### src/rtl/pipe_pkg.sv
// pipe_pkg: shared control bundle, bubble constant and forwarding select encoding for the ID/EX stage.
package pipe_pkg;
  typedef struct packed {
    logic       reg_write;
    logic       alu_src;
    logic       mem_write;
    logic       result_src;
    logic       jump;
    logic       jret;
    logic       branch;
    logic       bne;
    logic [3:0] alu_ctrl;
  } ctrl_t;
  localparam ctrl_t CTRL_BUBBLE = '0;
  typedef enum logic [1:0] {FWD_RF = 2'b00, FWD_WB = 2'b01, FWD_MEM = 2'b10} fwd_sel_t;
endpackage

### src/rtl/id_ex_pipe_if.sv
// id_ex_pipe_if: decode-side inputs, MEM/WB hazard inputs, execute-side outputs and hazard controls of the ID/EX register.
//   slave  : the pipeline register (consumes *_d, flush_e, hold_i, M/W info; drives *_e, stall_d, flush_d, fwd_*)
//   master : the surrounding datapath
//   ID_EX_PERF_EN adds bubble_cnt/flush_cnt.
interface id_ex_pipe_if #(parameter int DATA_W = 32, parameter int REG_W = 5) ();
  logic              valid_d, reg_write_d, alu_src_d, mem_write_d, result_src_d, jump_d, jret_d, branch_d, bne_d;
  logic [3:0]        alu_ctrl_d;
  logic [DATA_W-1:0] rd1_d, rd2_d, imm_d, pc_d, pc_plus4_d;
  logic [REG_W-1:0]  rs1_d, rs2_d, rd_d;
  logic              flush_e, hold_i, reg_write_m, reg_write_w;
  logic [REG_W-1:0]  rd_m, rd_w;
  logic              valid_e, reg_write_e, alu_src_e, mem_write_e, result_src_e, jump_e, jret_e, branch_e, bne_e;
  logic [3:0]        alu_ctrl_e;
  logic [DATA_W-1:0] rd1_e, rd2_e, imm_e, pc_e, pc_plus4_e;
  logic [REG_W-1:0]  rs1_e, rs2_e, rd_e;
  logic              stall_d, flush_d;
  logic [1:0]        fwd_a_e, fwd_b_e;
`ifdef ID_EX_PERF_EN
  logic [31:0]       bubble_cnt, flush_cnt;
`endif
  modport slave (
    input  valid_d, reg_write_d, alu_src_d, mem_write_d, result_src_d, jump_d, jret_d, branch_d, bne_d, alu_ctrl_d,
    input  rd1_d, rd2_d, imm_d, pc_d, pc_plus4_d, rs1_d, rs2_d, rd_d,
    input  flush_e, hold_i, reg_write_m, reg_write_w, rd_m, rd_w,
    output valid_e, reg_write_e, alu_src_e, mem_write_e, result_src_e, jump_e, jret_e, branch_e, bne_e, alu_ctrl_e,
    output rd1_e, rd2_e, imm_e, pc_e, pc_plus4_e, rs1_e, rs2_e, rd_e,
    output stall_d, flush_d, fwd_a_e, fwd_b_e
`ifdef ID_EX_PERF_EN
    , output bubble_cnt, flush_cnt
`endif
  );
  modport master (
    output valid_d, reg_write_d, alu_src_d, mem_write_d, result_src_d, jump_d, jret_d, branch_d, bne_d, alu_ctrl_d,
    output rd1_d, rd2_d, imm_d, pc_d, pc_plus4_d, rs1_d, rs2_d, rd_d,
    output flush_e, hold_i, reg_write_m, reg_write_w, rd_m, rd_w,
    input  valid_e, reg_write_e, alu_src_e, mem_write_e, result_src_e, jump_e, jret_e, branch_e, bne_e, alu_ctrl_e,
    input  rd1_e, rd2_e, imm_e, pc_e, pc_plus4_e, rs1_e, rs2_e, rd_e,
    input  stall_d, flush_d, fwd_a_e, fwd_b_e
`ifdef ID_EX_PERF_EN
    , input bubble_cnt, flush_cnt
`endif
  );
endinterface

### src/rtl/id_ex_pipe_hazard_unit.sv
// hazard_unit: combinational load-use detection, decode stall/flush and EX operand forwarding selects.
//   in : valid_d, rs1_d, rs2_d (decode); valid_e, result_src_e, rd_e, rs1_e, rs2_e (execute);
//        flush_e, hold_i; reg_write_m/rd_m, reg_write_w/rd_w
//   out: lu, stall_d, flush_d, fwd_a_e, fwd_b_e
module hazard_unit import pipe_pkg::*; #(
  parameter int REG_W = 5
) (
  input  logic             valid_d,
  input  logic [REG_W-1:0] rs1_d,
  input  logic [REG_W-1:0] rs2_d,
  input  logic             valid_e,
  input  logic             result_src_e,
  input  logic [REG_W-1:0] rd_e,
  input  logic [REG_W-1:0] rs1_e,
  input  logic [REG_W-1:0] rs2_e,
  input  logic             flush_e,
  input  logic             hold_i,
  input  logic             reg_write_m,
  input  logic [REG_W-1:0] rd_m,
  input  logic             reg_write_w,
  input  logic [REG_W-1:0] rd_w,
  output logic             lu,
  output logic             stall_d,
  output logic             flush_d,
  output fwd_sel_t         fwd_a_e,
  output fwd_sel_t         fwd_b_e
);
  logic m_ok, w_ok;
  assign m_ok = reg_write_m & (rd_m != '0);
  assign w_ok = reg_write_w & (rd_w != '0);
  assign lu = valid_d & valid_e & result_src_e & (rd_e != '0) & ((rd_e == rs1_d) | (rd_e == rs2_d));
  // A taken branch discards the decode instruction, so there is nothing left to stall for.
  assign stall_d = hold_i | (lu & ~flush_e);
  assign flush_d = flush_e & ~hold_i;
  assign fwd_a_e = (m_ok && rd_m == rs1_e) ? FWD_MEM : (w_ok && rd_w == rs1_e) ? FWD_WB : FWD_RF;
  assign fwd_b_e = (m_ok && rd_m == rs2_e) ? FWD_MEM : (w_ok && rd_w == rs2_e) ? FWD_WB : FWD_RF;
endmodule

### src/rtl/id_ex_pipe.sv
// id_ex_pipe: decode-to-execute pipeline register with load-use bubbles, flush bubbles and forwarding selects.
//   clk, rst : clock, synchronous active-high reset (clears every *_e, i.e. a bubble)
//   bus      : id_ex_pipe_if.slave (decode inputs, hazard inputs, execute outputs, stall_d/flush_d/fwd_*)
//   ID_EX_PERF_EN adds bubble_cnt/flush_cnt event counters.
module id_ex_pipe import pipe_pkg::*; #(
  parameter int DATA_W = 32,
  parameter int REG_W  = 5
) (
  input logic          clk,
  input logic          rst,
  id_ex_pipe_if.slave  bus
);
  ctrl_t             ctrl_d, ctrl_e;
  logic              valid_e, lu, bubble;
  logic [DATA_W-1:0] rd1_e, rd2_e, imm_e, pc_e, pc_plus4_e;
  logic [REG_W-1:0]  rs1_e, rs2_e, rd_e;
  fwd_sel_t          fwd_a, fwd_b;
  logic              stall, flush;
  assign ctrl_d = {bus.reg_write_d, bus.alu_src_d, bus.mem_write_d, bus.result_src_d,
                   bus.jump_d, bus.jret_d, bus.branch_d, bus.bne_d, bus.alu_ctrl_d};
  hazard_unit #(.REG_W(REG_W)) u_hazard (
    .valid_d      (bus.valid_d),
    .rs1_d        (bus.rs1_d),
    .rs2_d        (bus.rs2_d),
    .valid_e      (valid_e),
    .result_src_e (ctrl_e.result_src),
    .rd_e         (rd_e),
    .rs1_e        (rs1_e),
    .rs2_e        (rs2_e),
    .flush_e      (bus.flush_e),
    .hold_i       (bus.hold_i),
    .reg_write_m  (bus.reg_write_m),
    .rd_m         (bus.rd_m),
    .reg_write_w  (bus.reg_write_w),
    .rd_w         (bus.rd_w),
    .lu           (lu),
    .stall_d      (stall),
    .flush_d      (flush),
    .fwd_a_e      (fwd_a),
    .fwd_b_e      (fwd_b)
  );
  assign bubble = bus.flush_e | lu;
  always_ff @(posedge clk) begin
    if (rst) begin
      ctrl_e     <= CTRL_BUBBLE;
      valid_e    <= 1'b0;
      rd1_e      <= '0;
      rd2_e      <= '0;
      imm_e      <= '0;
      pc_e       <= '0;
      pc_plus4_e <= '0;
      rs1_e      <= '0;
      rs2_e      <= '0;
      rd_e       <= '0;
    end else if (!bus.hold_i) begin
      ctrl_e     <= bubble ? CTRL_BUBBLE : ctrl_d;
      valid_e    <= ~bubble & bus.valid_d;
      rd1_e      <= bubble ? '0 : bus.rd1_d;
      rd2_e      <= bubble ? '0 : bus.rd2_d;
      imm_e      <= bubble ? '0 : bus.imm_d;
      pc_e       <= bubble ? '0 : bus.pc_d;
      pc_plus4_e <= bubble ? '0 : bus.pc_plus4_d;
      rs1_e      <= bubble ? '0 : bus.rs1_d;
      rs2_e      <= bubble ? '0 : bus.rs2_d;
      rd_e       <= bubble ? '0 : bus.rd_d;
    end
  end
  assign {bus.reg_write_e, bus.alu_src_e, bus.mem_write_e, bus.result_src_e,
          bus.jump_e, bus.jret_e, bus.branch_e, bus.bne_e, bus.alu_ctrl_e} = ctrl_e;
  assign bus.valid_e    = valid_e;
  assign bus.rd1_e      = rd1_e;
  assign bus.rd2_e      = rd2_e;
  assign bus.imm_e      = imm_e;
  assign bus.pc_e       = pc_e;
  assign bus.pc_plus4_e = pc_plus4_e;
  assign bus.rs1_e      = rs1_e;
  assign bus.rs2_e      = rs2_e;
  assign bus.rd_e       = rd_e;
  assign bus.stall_d    = stall;
  assign bus.flush_d    = flush;
  assign bus.fwd_a_e    = fwd_a;
  assign bus.fwd_b_e    = fwd_b;
`ifdef ID_EX_PERF_EN
  logic [31:0] bubble_cnt, flush_cnt;
  always_ff @(posedge clk) begin
    if (rst) begin
      bubble_cnt <= '0;
      flush_cnt  <= '0;
    end else begin
      bubble_cnt <= bubble_cnt + {31'd0, lu & ~bus.flush_e & ~bus.hold_i};
      flush_cnt  <= flush_cnt + {31'd0, bus.flush_e & ~bus.hold_i};
    end
  end
  assign bus.bubble_cnt = bubble_cnt;
  assign bus.flush_cnt  = flush_cnt;
`endif
endmodule
### src/flat_wrapper.sv
// flat-port wrapper written by rule: the top's interface ports become plain ports
module id_ex_pipe_flat import pipe_pkg::*;
#(
  parameter int DATA_W = 32,
  parameter int REG_W  = 5
)
  (clk, rst, bus_valid_d, bus_reg_write_d, bus_alu_src_d, bus_mem_write_d, bus_result_src_d, bus_jump_d, bus_jret_d, bus_branch_d, bus_bne_d, bus_alu_ctrl_d, bus_rd1_d, bus_rd2_d, bus_imm_d, bus_pc_d, bus_pc_plus4_d, bus_rs1_d, bus_rs2_d, bus_rd_d, bus_flush_e, bus_hold_i, bus_reg_write_m, bus_reg_write_w, bus_rd_m, bus_rd_w, bus_valid_e, bus_reg_write_e, bus_alu_src_e, bus_mem_write_e, bus_result_src_e, bus_jump_e, bus_jret_e, bus_branch_e, bus_bne_e, bus_alu_ctrl_e, bus_rd1_e, bus_rd2_e, bus_imm_e, bus_pc_e, bus_pc_plus4_e, bus_rs1_e, bus_rs2_e, bus_rd_e, bus_stall_d, bus_flush_d, bus_fwd_a_e, bus_fwd_b_e);
  id_ex_pipe_if #(.DATA_W(DATA_W), .REG_W(REG_W)) bus_i ();
  input logic clk;
  input logic rst;
  input wire logic [$bits(bus_i.valid_d)-1:0] bus_valid_d;
  input wire logic [$bits(bus_i.reg_write_d)-1:0] bus_reg_write_d;
  input wire logic [$bits(bus_i.alu_src_d)-1:0] bus_alu_src_d;
  input wire logic [$bits(bus_i.mem_write_d)-1:0] bus_mem_write_d;
  input wire logic [$bits(bus_i.result_src_d)-1:0] bus_result_src_d;
  input wire logic [$bits(bus_i.jump_d)-1:0] bus_jump_d;
  input wire logic [$bits(bus_i.jret_d)-1:0] bus_jret_d;
  input wire logic [$bits(bus_i.branch_d)-1:0] bus_branch_d;
  input wire logic [$bits(bus_i.bne_d)-1:0] bus_bne_d;
  input wire logic [$bits(bus_i.alu_ctrl_d)-1:0] bus_alu_ctrl_d;
  input wire logic [$bits(bus_i.rd1_d)-1:0] bus_rd1_d;
  input wire logic [$bits(bus_i.rd2_d)-1:0] bus_rd2_d;
  input wire logic [$bits(bus_i.imm_d)-1:0] bus_imm_d;
  input wire logic [$bits(bus_i.pc_d)-1:0] bus_pc_d;
  input wire logic [$bits(bus_i.pc_plus4_d)-1:0] bus_pc_plus4_d;
  input wire logic [$bits(bus_i.rs1_d)-1:0] bus_rs1_d;
  input wire logic [$bits(bus_i.rs2_d)-1:0] bus_rs2_d;
  input wire logic [$bits(bus_i.rd_d)-1:0] bus_rd_d;
  input wire logic [$bits(bus_i.flush_e)-1:0] bus_flush_e;
  input wire logic [$bits(bus_i.hold_i)-1:0] bus_hold_i;
  input wire logic [$bits(bus_i.reg_write_m)-1:0] bus_reg_write_m;
  input wire logic [$bits(bus_i.reg_write_w)-1:0] bus_reg_write_w;
  input wire logic [$bits(bus_i.rd_m)-1:0] bus_rd_m;
  input wire logic [$bits(bus_i.rd_w)-1:0] bus_rd_w;
  output wire logic [$bits(bus_i.valid_e)-1:0] bus_valid_e;
  output wire logic [$bits(bus_i.reg_write_e)-1:0] bus_reg_write_e;
  output wire logic [$bits(bus_i.alu_src_e)-1:0] bus_alu_src_e;
  output wire logic [$bits(bus_i.mem_write_e)-1:0] bus_mem_write_e;
  output wire logic [$bits(bus_i.result_src_e)-1:0] bus_result_src_e;
  output wire logic [$bits(bus_i.jump_e)-1:0] bus_jump_e;
  output wire logic [$bits(bus_i.jret_e)-1:0] bus_jret_e;
  output wire logic [$bits(bus_i.branch_e)-1:0] bus_branch_e;
  output wire logic [$bits(bus_i.bne_e)-1:0] bus_bne_e;
  output wire logic [$bits(bus_i.alu_ctrl_e)-1:0] bus_alu_ctrl_e;
  output wire logic [$bits(bus_i.rd1_e)-1:0] bus_rd1_e;
  output wire logic [$bits(bus_i.rd2_e)-1:0] bus_rd2_e;
  output wire logic [$bits(bus_i.imm_e)-1:0] bus_imm_e;
  output wire logic [$bits(bus_i.pc_e)-1:0] bus_pc_e;
  output wire logic [$bits(bus_i.pc_plus4_e)-1:0] bus_pc_plus4_e;
  output wire logic [$bits(bus_i.rs1_e)-1:0] bus_rs1_e;
  output wire logic [$bits(bus_i.rs2_e)-1:0] bus_rs2_e;
  output wire logic [$bits(bus_i.rd_e)-1:0] bus_rd_e;
  output wire logic [$bits(bus_i.stall_d)-1:0] bus_stall_d;
  output wire logic [$bits(bus_i.flush_d)-1:0] bus_flush_d;
  output wire logic [$bits(bus_i.fwd_a_e)-1:0] bus_fwd_a_e;
  output wire logic [$bits(bus_i.fwd_b_e)-1:0] bus_fwd_b_e;
  assign bus_i.valid_d = bus_valid_d;
  assign bus_i.reg_write_d = bus_reg_write_d;
  assign bus_i.alu_src_d = bus_alu_src_d;
  assign bus_i.mem_write_d = bus_mem_write_d;
  assign bus_i.result_src_d = bus_result_src_d;
  assign bus_i.jump_d = bus_jump_d;
  assign bus_i.jret_d = bus_jret_d;
  assign bus_i.branch_d = bus_branch_d;
  assign bus_i.bne_d = bus_bne_d;
  assign bus_i.alu_ctrl_d = bus_alu_ctrl_d;
  assign bus_i.rd1_d = bus_rd1_d;
  assign bus_i.rd2_d = bus_rd2_d;
  assign bus_i.imm_d = bus_imm_d;
  assign bus_i.pc_d = bus_pc_d;
  assign bus_i.pc_plus4_d = bus_pc_plus4_d;
  assign bus_i.rs1_d = bus_rs1_d;
  assign bus_i.rs2_d = bus_rs2_d;
  assign bus_i.rd_d = bus_rd_d;
  assign bus_i.flush_e = bus_flush_e;
  assign bus_i.hold_i = bus_hold_i;
  assign bus_i.reg_write_m = bus_reg_write_m;
  assign bus_i.reg_write_w = bus_reg_write_w;
  assign bus_i.rd_m = bus_rd_m;
  assign bus_i.rd_w = bus_rd_w;
  assign bus_valid_e = bus_i.valid_e;
  assign bus_reg_write_e = bus_i.reg_write_e;
  assign bus_alu_src_e = bus_i.alu_src_e;
  assign bus_mem_write_e = bus_i.mem_write_e;
  assign bus_result_src_e = bus_i.result_src_e;
  assign bus_jump_e = bus_i.jump_e;
  assign bus_jret_e = bus_i.jret_e;
  assign bus_branch_e = bus_i.branch_e;
  assign bus_bne_e = bus_i.bne_e;
  assign bus_alu_ctrl_e = bus_i.alu_ctrl_e;
  assign bus_rd1_e = bus_i.rd1_e;
  assign bus_rd2_e = bus_i.rd2_e;
  assign bus_imm_e = bus_i.imm_e;
  assign bus_pc_e = bus_i.pc_e;
  assign bus_pc_plus4_e = bus_i.pc_plus4_e;
  assign bus_rs1_e = bus_i.rs1_e;
  assign bus_rs2_e = bus_i.rs2_e;
  assign bus_rd_e = bus_i.rd_e;
  assign bus_stall_d = bus_i.stall_d;
  assign bus_flush_d = bus_i.flush_d;
  assign bus_fwd_a_e = bus_i.fwd_a_e;
  assign bus_fwd_b_e = bus_i.fwd_b_e;
  id_ex_pipe #(.DATA_W(DATA_W), .REG_W(REG_W)) u_core (.clk(clk), .rst(rst), .bus(bus_i));
endmodule
### config.mk
export PLATFORM = sky130hd
export DESIGN_NAME = id_ex_pipe_flat
export DESIGN_NICKNAME = d
export VERILOG_FILES = /design/src/rtl/pipe_pkg.sv /design/src/rtl/id_ex_pipe_if.sv /design/src/rtl/id_ex_pipe_hazard_unit.sv /design/src/rtl/id_ex_pipe.sv /design/src/flat_wrapper.sv
export SDC_FILE = /design/constraint.sdc
export NUM_CORES = 1
export LEC_CHECK = 0
export CAP_MARGIN = 30
export CELL_PAD_IN_SITES_DETAIL_PLACEMENT = 1
export CELL_PAD_IN_SITES_GLOBAL_PLACEMENT = 1
export CORE_MARGIN = 2
export CORE_UTILIZATION = 26
export DETAILED_ROUTE_END_ITERATION = 8
export GPL_TIMING_DRIVEN = 1
export PLACE_DENSITY_LB_ADDON = 0.08
export SLEW_MARGIN = 25
export SYNTH_ARGS = -nofsm -noshare
export SYNTH_HDL_FRONTEND = slang
export SYNTH_SLANG_ARGS = --single-unit
export TNS_END_PERCENT = 1
### constraint.sdc
create_clock -name clk -period 1.8 [get_ports clk]
set_input_delay 0.18 -clock clk [delete_from_list [all_inputs] [get_ports clk]]
set_output_delay 0.18 -clock clk [all_outputs]
set_load 0.1 [all_outputs]
==> results.json <==
{
  "yosysTopAreaCellShare": 0.4747,
  "worstHoldPathType": "input port to flip-flop",
  "fillCellCount": 3407,
  "crit_buf_inv": 1,
  "cts_tree": "yes",
  "post-route-cell-area_um2": 13450,
  "design.die.area_um2": 31910,
  "violations": "negative setup slack",
  "p_leak_nw": 5.113,
  "worstSetupEndpoint": "bus_stall_d",
  "worst_pin_slew_ns": 0.3954,
  "path_delay_family": "simple AND/OR/NAND/NOR gates",
  "ys_ff_latch": 188,
  "place_inst": 1677,
  "reg2reg_slack_ns": -0.05,
  "grt_pass1_vias": 8743,
  "area_delta_synth_final_pct": 69.64,
  "synth_top_cell_by_area": "dfxtp_1",
  "finalHoldViolations": 0,
  "io_buffers": 397,
  "row_count": 63,
  "final_max_slew_viol_count": 0,
  "max_freq_mhz": 481.2,
  "ant_nets": 0,
  "vias": 8849,
  "core_um2": 29800,
  "cts_max_level": 4,
  "yosysWarnings": 0,
  "grt_use_total": 0.2025,
  "end_kind": "primary output",
  "clock-root-buffer": "clkbuf_16",
  "critPathLaunchType": "flip-flop",
  "fin_nets": 1515,
  "ctsHoldBuffers": 0,
  "crit_type": "flip-flop to primary output",
  "cp.required_ns": 1.62,
  "arrival_ns": 1.90,
  "ys_types": 22,
  "crit_cells": 5,
  "cpMaxStageDelayCell": "or4_4",
  "powerDensity_nw_per_um2": 974.5,
  "vdd_drop_max_mv": 0.5097,
  "insertion_delay_ns": 0.44,
  "pre_cts_slack_ns": -0.4214,
  "final_common_cell": "buf_4",
  "skew_ns": 0.01191,
  "path_cells": "or4_4 > o21ai_4 > nor2_1 > a21o_2 > buf_12",
  "die_y_um": 178.6,
  "overflow": 0,
  "first_pass_iters": 4,
  "syn_inst": 909,
  "reg2reg_to": "u_core.bus.imm_e[14]$_SDFFE_PP0N_",
  "slew_headroom": 0.7364,
  "cts.sinks": 188,
  "timing.hold.ws_ns": 0.3052,
  "clkTransAtPathRegs_ns": 0.08,
  "netlist_area_um2": 7929,
  "dp_hpwl_um": 24320,
  "final_layout_size_suffix_gt1_frac": 0.2591,
  "critPathMaxFanout": 2,
  "antenna_found_initial": 2,
  "routedWlPerCell_um": 19.52,
  "drt-vias-per-instance": 5.160,
  "first_iter_violations": 470,
  "max_stage_delay_ns": 0.53,
  "cts_made_buffers": 17,
  "syn_nets": 1113,
  "yosysSeqAreaShare": 0.4747,
  "instances_no_fill": 1715,
  "final_util": 0.4514,
  "wl_um": 33470,
  "cap_viol_max_count": 0,
  "pin_count": 398,
  "r2r-start": "u_core.bus.rd_e[3]$_SDFFE_PP0N_",
  "crit_path_start": "u_core.bus.rd_e[3]$_SDFFE_PP0N_",
  "syn_area_per_cell_um2": 8.723,
  "place_congestion": 0.8023,
  "outcome": "complete, but fails checks",
  "post-route-period-util": 1.155,
  "power_mw": 13.11,
  "die_w_um": 178.6,
  "placed_area_um2": 12750,
  "grt_max_degree": 80,
  "drc": 0,
  "timing.final.ws_setup_ns": -0.2783,
  "fin_setup_tns_ns": -2.098,
  "grt_pass1_wl_um": 50460,
  "final_cell_mix": "buf_4 (233), clkdlybuf4s50_1 (198), nand2_1 (190)",
  "synth_area_leaders": "dfxtp_1 (47%), a32oi_1 (21%), nand2_1 (9.0%), o21ai_0 (8.0%), o21ai_1 (4.0%)",
  "rsz0062_at_grt": "true",
  "start_util": 0.2661,
  "clockBufferDepth": 2,
  "setup_violations": 60,
  "ff2ff_path_depth": 7,
  "post-route-min-period_ns": 2.078
}
synthesized netlist by cell type:
cell and count:
dfxtp_1 188, xor2_1 14, nand3_1 4, clkbuf_1 77, nor2_1 1, o21ai_2 1, nor4_1 4, o22ai_2 1
o21ai_0 127, buf_2 10, buf_4 12, nor2b_1 2, a21o_1 1, buf_1 2, or4_1 5, and3_1 1
xnor2_1 16, buf_6 1, o21ai_1 63, nand2_1 190, a32oi_1 188, nor3_2 1
what timing repair did:
item                       4_1_cts  5_1_grt
setup endpoints to repair      156      183
pin swaps                        9        4
buffers inserted                 3        2
gates resized for setup         12        7
flip-flops by register name, indices dropped and copies added (netlist names), 4 cells and up:
register               count
u_core.bus.pc_plus4_e     32
u_core.bus.rs2_e           5
u_core.bus.rd1_e          32
u_core.bus.rd_e            5
u_core.bus.rd2_e          32
u_core.bus.alu_ctrl_e      4
u_core.bus.rs1_e           5
u_core.bus.pc_e           32
u_core.bus.imm_e          32
worst min path at each step:
stage / from / end / slack (ns) / depth (start not counted)
after global placement: u_core.bus.pc_e[1]$_SDFFE_PP0N_ / u_core.bus.pc_e[1]$_SDFFE_PP0N_ / 0.45 / 2
after detailed placement: u_core.bus.pc_plus4_e[18]$_SDFFE_PP0N_ / u_core.bus.pc_plus4_e[18]$_SDFFE_PP0N_ / 0.46 / 2
after global routing: bus_pc_d[12] / u_core.bus.pc_e[12]$_SDFFE_PP0N_ / 0.29 / 3
after CTS: bus_pc_d[11] / u_core.bus.pc_e[11]$_SDFFE_PP0N_ / 0.28 / 3
after floorplan: bus_rs1_d[0] / u_core.bus.rs1_e[0]$_SDFFE_PP0N_ / 0.31 / 2
final: bus_pc_d[11] / u_core.bus.pc_e[11]$_SDFFE_PP0N_ / 0.31 / 3
report_power, final:
part           switching [mW]  internal (mW)
Combinational            3.16           1.23
Clock                    1.84           2.21
Sequential              0.193           4.47
cells by family after synthesis:
kind of cell           share of synthesized area
AO/OA/AOI/OAI                             0.3312
XOR/XNOR                                 0.03314
AND/OR/NAND/NOR                           0.1045
buffers and inverters                    0.05649
flip-flops                                0.4747
final cells by class:
type | count | area, µm² | area share
multi-input combinational | 619 | 3834 | 0.2850
sequential | 188 | 3807 | 0.2831
timing repair buffer | 485 | 4701 | 0.3495
clock buffer | 20 | 466.7 | 0.03470
clock inverter | 12 | 151.4 | 0.01126
tap | 390 | 488.0 | 0.03628
antenna | 1 | 2.502 | 0.0001860
worst reg2reg max path, cell delays in order (launching register included):
cell and delay, ns:
dfxtp_2 0.32, or4_4 0.53, o21ai_4 0.18, buf_6 0.16, buf_12 0.21, buf_12 0.18
a32oi_1 0.10, o21ai_0 0.10
per-layer routing:
metal | up-vias | track usage | part of all wire
li1 | 4254 | - | -
met1 | 4277 | 0.2466 | 0.43
met2 | 270 | 0.3369 | 0.48
met3 | 46 | 0.06309 | 0.067
met4 | 2 | 0.06978 | 0.026
met5 | - | 0 | 0.00039
No activity file was read; power rests on OpenSTA's default activity.
